**config.mk**
```make
export PLATFORM = sky130hd
export DESIGN_NAME = dffs_refill_ctrl
export DESIGN_NICKNAME = d
export VERILOG_FILES = /design/src/rtl/dffs_refill_ctrl.sv
export SDC_FILE = /design/constraint.sdc
export NUM_CORES = 1
export LEC_CHECK = 0
export ABC_AREA = 1
export CAP_MARGIN = 20
export CELL_PAD_IN_SITES_DETAIL_PLACEMENT = 0
export CELL_PAD_IN_SITES_GLOBAL_PLACEMENT = 2
export CORE_ASPECT_RATIO = 1.5
export CORE_UTILIZATION = 31
export DETAILED_ROUTE_END_ITERATION = 12
export PLACE_DENSITY = 0.92
export SYNTH_ARGS = -nofsm -noshare
export SYNTH_HDL_FRONTEND = slang
export SYNTH_SLANG_ARGS = --single-unit
```
**constraint.sdc**
```tcl
create_clock -name CLK -period 2.5 [get_ports CLK]
set_input_delay 0.25 -clock CLK [delete_from_list [all_inputs] [get_ports CLK]]
set_output_delay 0.25 -clock CLK [all_outputs]
set_load 0.01 [all_outputs]
```
**src/rtl/dffs_refill_ctrl.sv**
```systemverilog
// Refill controller feeding the DFF-based masked dual-port array: collects a critical-word-first line
// and commits it through the bulk write port. Define DFFS_REFILL_STREAM_EN to write each beat as it arrives.
module dffs_refill_ctrl #(
    parameter int SIZE = 2,
    parameter int WLEN = 32
) (
    input  logic                         CLK,
    input  logic                         RST,
    input  logic                         REQ_VALID,
    output logic                         REQ_READY,
    input  logic [SIZE-1:0]              REQ_FIRST,
    input  logic                         BEAT_VALID,
    output logic                         BEAT_READY,
    input  logic [WLEN-1:0]              BEAT_DATA,
    input  logic                         BEAT_ERR,
    output logic                         CRIT_VALID,
    output logic [WLEN-1:0]              CRIT_DATA,
    output logic [(2**SIZE)-1:0]         WENB,
    output logic [WLEN*(2**SIZE)-1:0]    DB,
    output logic [(2**SIZE)-1:0]         MASK,
    output logic                         DONE,
    output logic                         ERR,
    output logic                         BUSY
);

    localparam int WORDS = 2**SIZE;

    localparam logic [1:0] IDLE   = 2'd0;
    localparam logic [1:0] FILL   = 2'd1;
    localparam logic [1:0] COMMIT = 2'd2;

    logic [1:0]      state;
    logic [SIZE-1:0] ptr;
    logic [SIZE-1:0] cnt;
    logic            err_flag;

    // Handshake readies come straight from the state register, so no output sees an input combinationally.
    assign REQ_READY  = (state == IDLE);
    assign BEAT_READY = (state == FILL);
    assign BUSY       = (state != IDLE);

`ifndef DFFS_REFILL_STREAM_EN
    logic [WLEN*WORDS-1:0] staging;
    logic [WLEN*WORDS-1:0] next_line;

    // Line image including the beat being accepted this cycle, so the last beat commits without an extra cycle.
    always_comb begin
        next_line = staging;
        next_line[int'(ptr)*WLEN +: WLEN] = BEAT_DATA;
    end
`endif

    // NOTE: all state here is sequential and updated with non-blocking assignments so every register samples pre-edge values.
    always_ff @(posedge CLK or negedge RST) begin
        if (!RST) begin
            state      <= IDLE;
            ptr        <= '0;
            cnt        <= '0;
            err_flag   <= 1'b0;
            CRIT_VALID <= 1'b0;
            CRIT_DATA  <= '0;
            WENB       <= '1;
            MASK       <= '0;
            DB         <= '0;
            DONE       <= 1'b0;
            ERR        <= 1'b0;
`ifndef DFFS_REFILL_STREAM_EN
            // NOTE: the staging buffer is reset on purpose so an aborted refill leaves no stale words behind.
            staging    <= '0;
`endif
        end else begin
            CRIT_VALID <= 1'b0;
            DONE       <= 1'b0;
            ERR        <= 1'b0;
            WENB       <= '1;
            MASK       <= '0;
            case (state)
                IDLE: begin
                    if (REQ_VALID) begin
                        ptr      <= REQ_FIRST;
                        cnt      <= '0;
                        err_flag <= 1'b0;
                        state    <= FILL;
                    end
                end
                FILL: begin
                    if (BEAT_VALID) begin
                        ptr      <= ptr + 1'b1;
                        cnt      <= cnt + 1'b1;
                        err_flag <= err_flag | BEAT_ERR;
                        if (cnt == '0) begin
                            CRIT_VALID <= 1'b1;
                            CRIT_DATA  <= BEAT_DATA;
                        end
`ifdef DFFS_REFILL_STREAM_EN
                        WENB[ptr]                      <= 1'b0;
                        MASK[ptr]                      <= 1'b1;
                        DB[int'(ptr)*WLEN +: WLEN]     <= BEAT_DATA;
`else
                        staging <= next_line;
`endif
                        if (&cnt) begin
                            state <= COMMIT;
                            DONE  <= 1'b1;
                            ERR   <= err_flag | BEAT_ERR;
`ifndef DFFS_REFILL_STREAM_EN
                            // An errored line is dropped whole; DB keeps its previous image.
                            if (!(err_flag | BEAT_ERR)) begin
                                WENB <= '0;
                                MASK <= '1;
                                DB   <= next_line;
                            end
`endif
                        end
                    end
                end
                COMMIT: begin
                    state <= IDLE;
                end
                default: begin
                    state <= IDLE;
                end
            endcase
        end
    end

endmodule

```
==> results.sh <==
export IMPL_outcome="complete, no violations"
export IMPL_cp_start_kind="flip-flop"
export IMPL_rsz0062_at_grt="no"
export IMPL_vias=11661
export IMPL_placementRows=93
export IMPL_post_route_min_period_ns=2.09
export IMPL_grt_max_degree=129
export IMPL_drtPass1Iterations=7
export IMPL_crit_type="flip-flop to output port"
export IMPL_grt_pass1_vias=11624
export IMPL_power_density_mw_per_mm2=1150
export IMPL_root_buffer="clkbuf_16"
export IMPL_fp_dieW_um=172
export IMPL_worst_hold_slack_ns=0.195
export IMPL_p_leak_nw=9.44
export IMPL_portBuffers=212
export IMPL_ios=213
export IMPL_vias_per_cell=4.56
export IMPL_ys_types=18
export IMPL_finClkSkew_ns=0.0152
export IMPL_nets=2009
export IMPL_fin_ws_ns=0.415
export IMPL_dp_hpwl_mm=28.3
export IMPL_fin_setup_tns_ns=0
export IMPL_crit_slowest_cell="clkdlybuf4s50_1"
export IMPL_cts_sinks=300
export IMPL_core_mm2=0.0429
export IMPL_yosys_warnings=0
export IMPL_ir_worst_vdd_mv=0.518
export IMPL_drc=0
export IMPL_cts_tree="done"
export IMPL_ctsLongestPathBuffers=3
export IMPL_ys_seq_area_share_pct=55.7
export IMPL_hold_path_class="primary input to asynchronous set/reset pin"
export IMPL_max_stage_delay_ns=0.59
export IMPL_syn_num_nets=1834
export IMPL_drv_slew=0
export IMPL_max_cap_viol_count=0
export IMPL_cts_htree_levels=1
export IMPL_gp_congestion=0.783
export IMPL_synth_seq_cells=300
export IMPL_totalWireLength_mm=43.0
export IMPL_path_max_fanout=6
export IMPL_syn_area_mm2=0.0135
export IMPL_post_cts_setup_buffer_count=0
export IMPL_end_kind="output port"
export IMPL_clkLatencyLatePin_ns=0.58
export IMPL_die_area_mm2=0.0443
export IMPL_die_h_um=257
export IMPL_timing_hold_violations_final=0
export IMPL_slew_headroom_pct=53.9
export IMPL_synth_top_cell_area_share_pct=55.5
export IMPL_arrival_ns=1.84
export IMPL_max_freq_mhz=480
export IMPL_antenna_found_initial=2
export IMPL_dp_cells=2500
export IMPL_dp_slack_ns=0.471
export IMPL_yosysTopAreaCell="dfrtp_1"
export IMPL_gr_usage_all_layers_pct=19.7
export IMPL_yosys_top_cells_area="dfrtp_1, nand2_1, nand3_1, o21ai_0, inv_1"
export IMPL_worst_slew_pin_slew_ns=0.692
export IMPL_wl_per_cell_um=16.8
export IMPL_path_cells="nor2_4 > clkdlybuf4s50_1"
export IMPL_overflow=0
export IMPL_instances_no_fill=2558
export IMPL_start_util_pct=31.4
export IMPL_fin_area_mm2=0.0172
export IMPL_syn_instance_count=1788
export IMPL_clkSlewWorstSetupHoldPaths_ns=0.06
export IMPL_syn_area_per_cell_um2=7.54
export IMPL_required_ns=2.25
export IMPL_grt_first_pass_wirelength_mm=67.7
export IMPL_cts_buffers=30
export IMPL_detail_route_antenna_nets=0
export IMPL_area_growth_pct=27.7
export IMPL_drive_gt1_share_pct=5.14
export IMPL_place_area_mm2=0.0162
export IMPL_drt_iter0_drc=772
export IMPL_fin_crit_sh_pct=83.4
export IMPL_setup_viol=0
-- registers in the layout, indices dropped and copies added, names as in the netlist --
register	cells
CRIT_DATA	32
CRIT_VALID	1
DB	128
DONE	1
ERR	1
MASK	1
WENB	1
cnt	2
err_flag	1
ptr	2
staging	128
state	2
-- critical path, delay by kind of cell, from the launching register on --
| family | cells | cell delay (ns) |
|---|---|---|
| buffers and inverters | 1 | 0.59 |
| DFF | 1 | 0.43 |
| and+or+nand+nor | 1 | 0.24 |
-- per-stage QoR --
stage,total power (W),util [%]
CTS,0.0200,40.1
detailed placement,0.0154,37.8
floorplan,0.0115,-
finish,0.0198,40.1
global placement,0.0153,37.8
global route,0.0211,40.1
-- Yosys cell counts --
cell type,number
nand2_1,1110
dfrtp_1,299
inv_1,79
nand3_1,68
o21ai_0,68
buf_2,47
nor2_1,41
clkbuf_1,35
buf_4,19
ha_1,7
buf_1,4
nor2_2,3
clkinv_1,2
inv_2,2
clkbuf_2,1
dfstp_2,1
nand3_2,1
nor2_4,1
-- kinds of logic after synthesis --
| group | count (synthesis) | synth area share (%) |
|---|---|---|
| DFF | 300 | 55.7 |
| adders and majority gates | 7 | 0.650 |
| AOI/OAI and AO/OA | 68 | 2.53 |
| buffers and inverters | 189 | 6.24 |
| and+or+nand+nor | 1224 | 34.9 |
-- power by group --
part           leakage (nW)  switching [W]  internal (W)
clock                 0.478        0.00201       0.00251
combinational          4.87        0.00464       0.00309
sequential             4.08       0.000994       0.00651
total                  9.44        0.00765        0.0121
-- layout make-up --
type	instances	area (um^2)
Clock buffer	41	863
Clock inverter	14	103
Antenna cell	2	5.00
Inverter	83	312
Tap cell	570	713
Timing Repair Buffer	249	2530
Fill cell	4428	25700
Sequential cell	300	7510
Multi-Input combinational cell	1299	5180
-- final timing paths --
path / cells past startpoint / startpoint / endpoint / slack (ns)
min in group CLK: 3 / REQ_VALID / state[0] / 0.30
min: 2 / RST / DB[104] / 0.20
min reg2reg: 2 / DB[39] / DB[39] / 0.48
max: 2 / state[1] / BEAT_READY / 0.41
max in group asynchronous: 3 / RST / DB[59] / 1.39
max reg2reg: 6 / ptr[0] / DB[127] / 0.45
-- cells in the final DEF, fill, tap and decap left out, types with 2 or more instances in the layout --
master,instances
nor2_1,38
clkinv_1,2
nand3_1,67
clkdlybuf4s50_1,211
buf_12,10
inv_2,2
nand2_1,1108
nor2_2,2
dfrtp_1,298
diode_2,2
inv_1,79
clkinv_2,10
nor2_4,5
buf_4,26
clkinvlp_4,3
ha_1,7
clkbuf_16,31
clkbuf_1,5
clkbuf_8,5
o21ai_0,68
-- per-layer routing --
metal	vias up	track usage, %	wire length [um]
met4	0	5.60	868
met5	-	0	0
li1	5725	-	-
met3	44	2.17	1840
met2	301	33.7	21300
met1	5591	26.1	19000
-- timing repair --
item	CTS	global route
resized for setup	0	0
endpoints found under the setup margin	0	0
hold endpoints to repair	56	0
hold buffers	1	0
No activity file was read; power rests on OpenSTA's default activity.
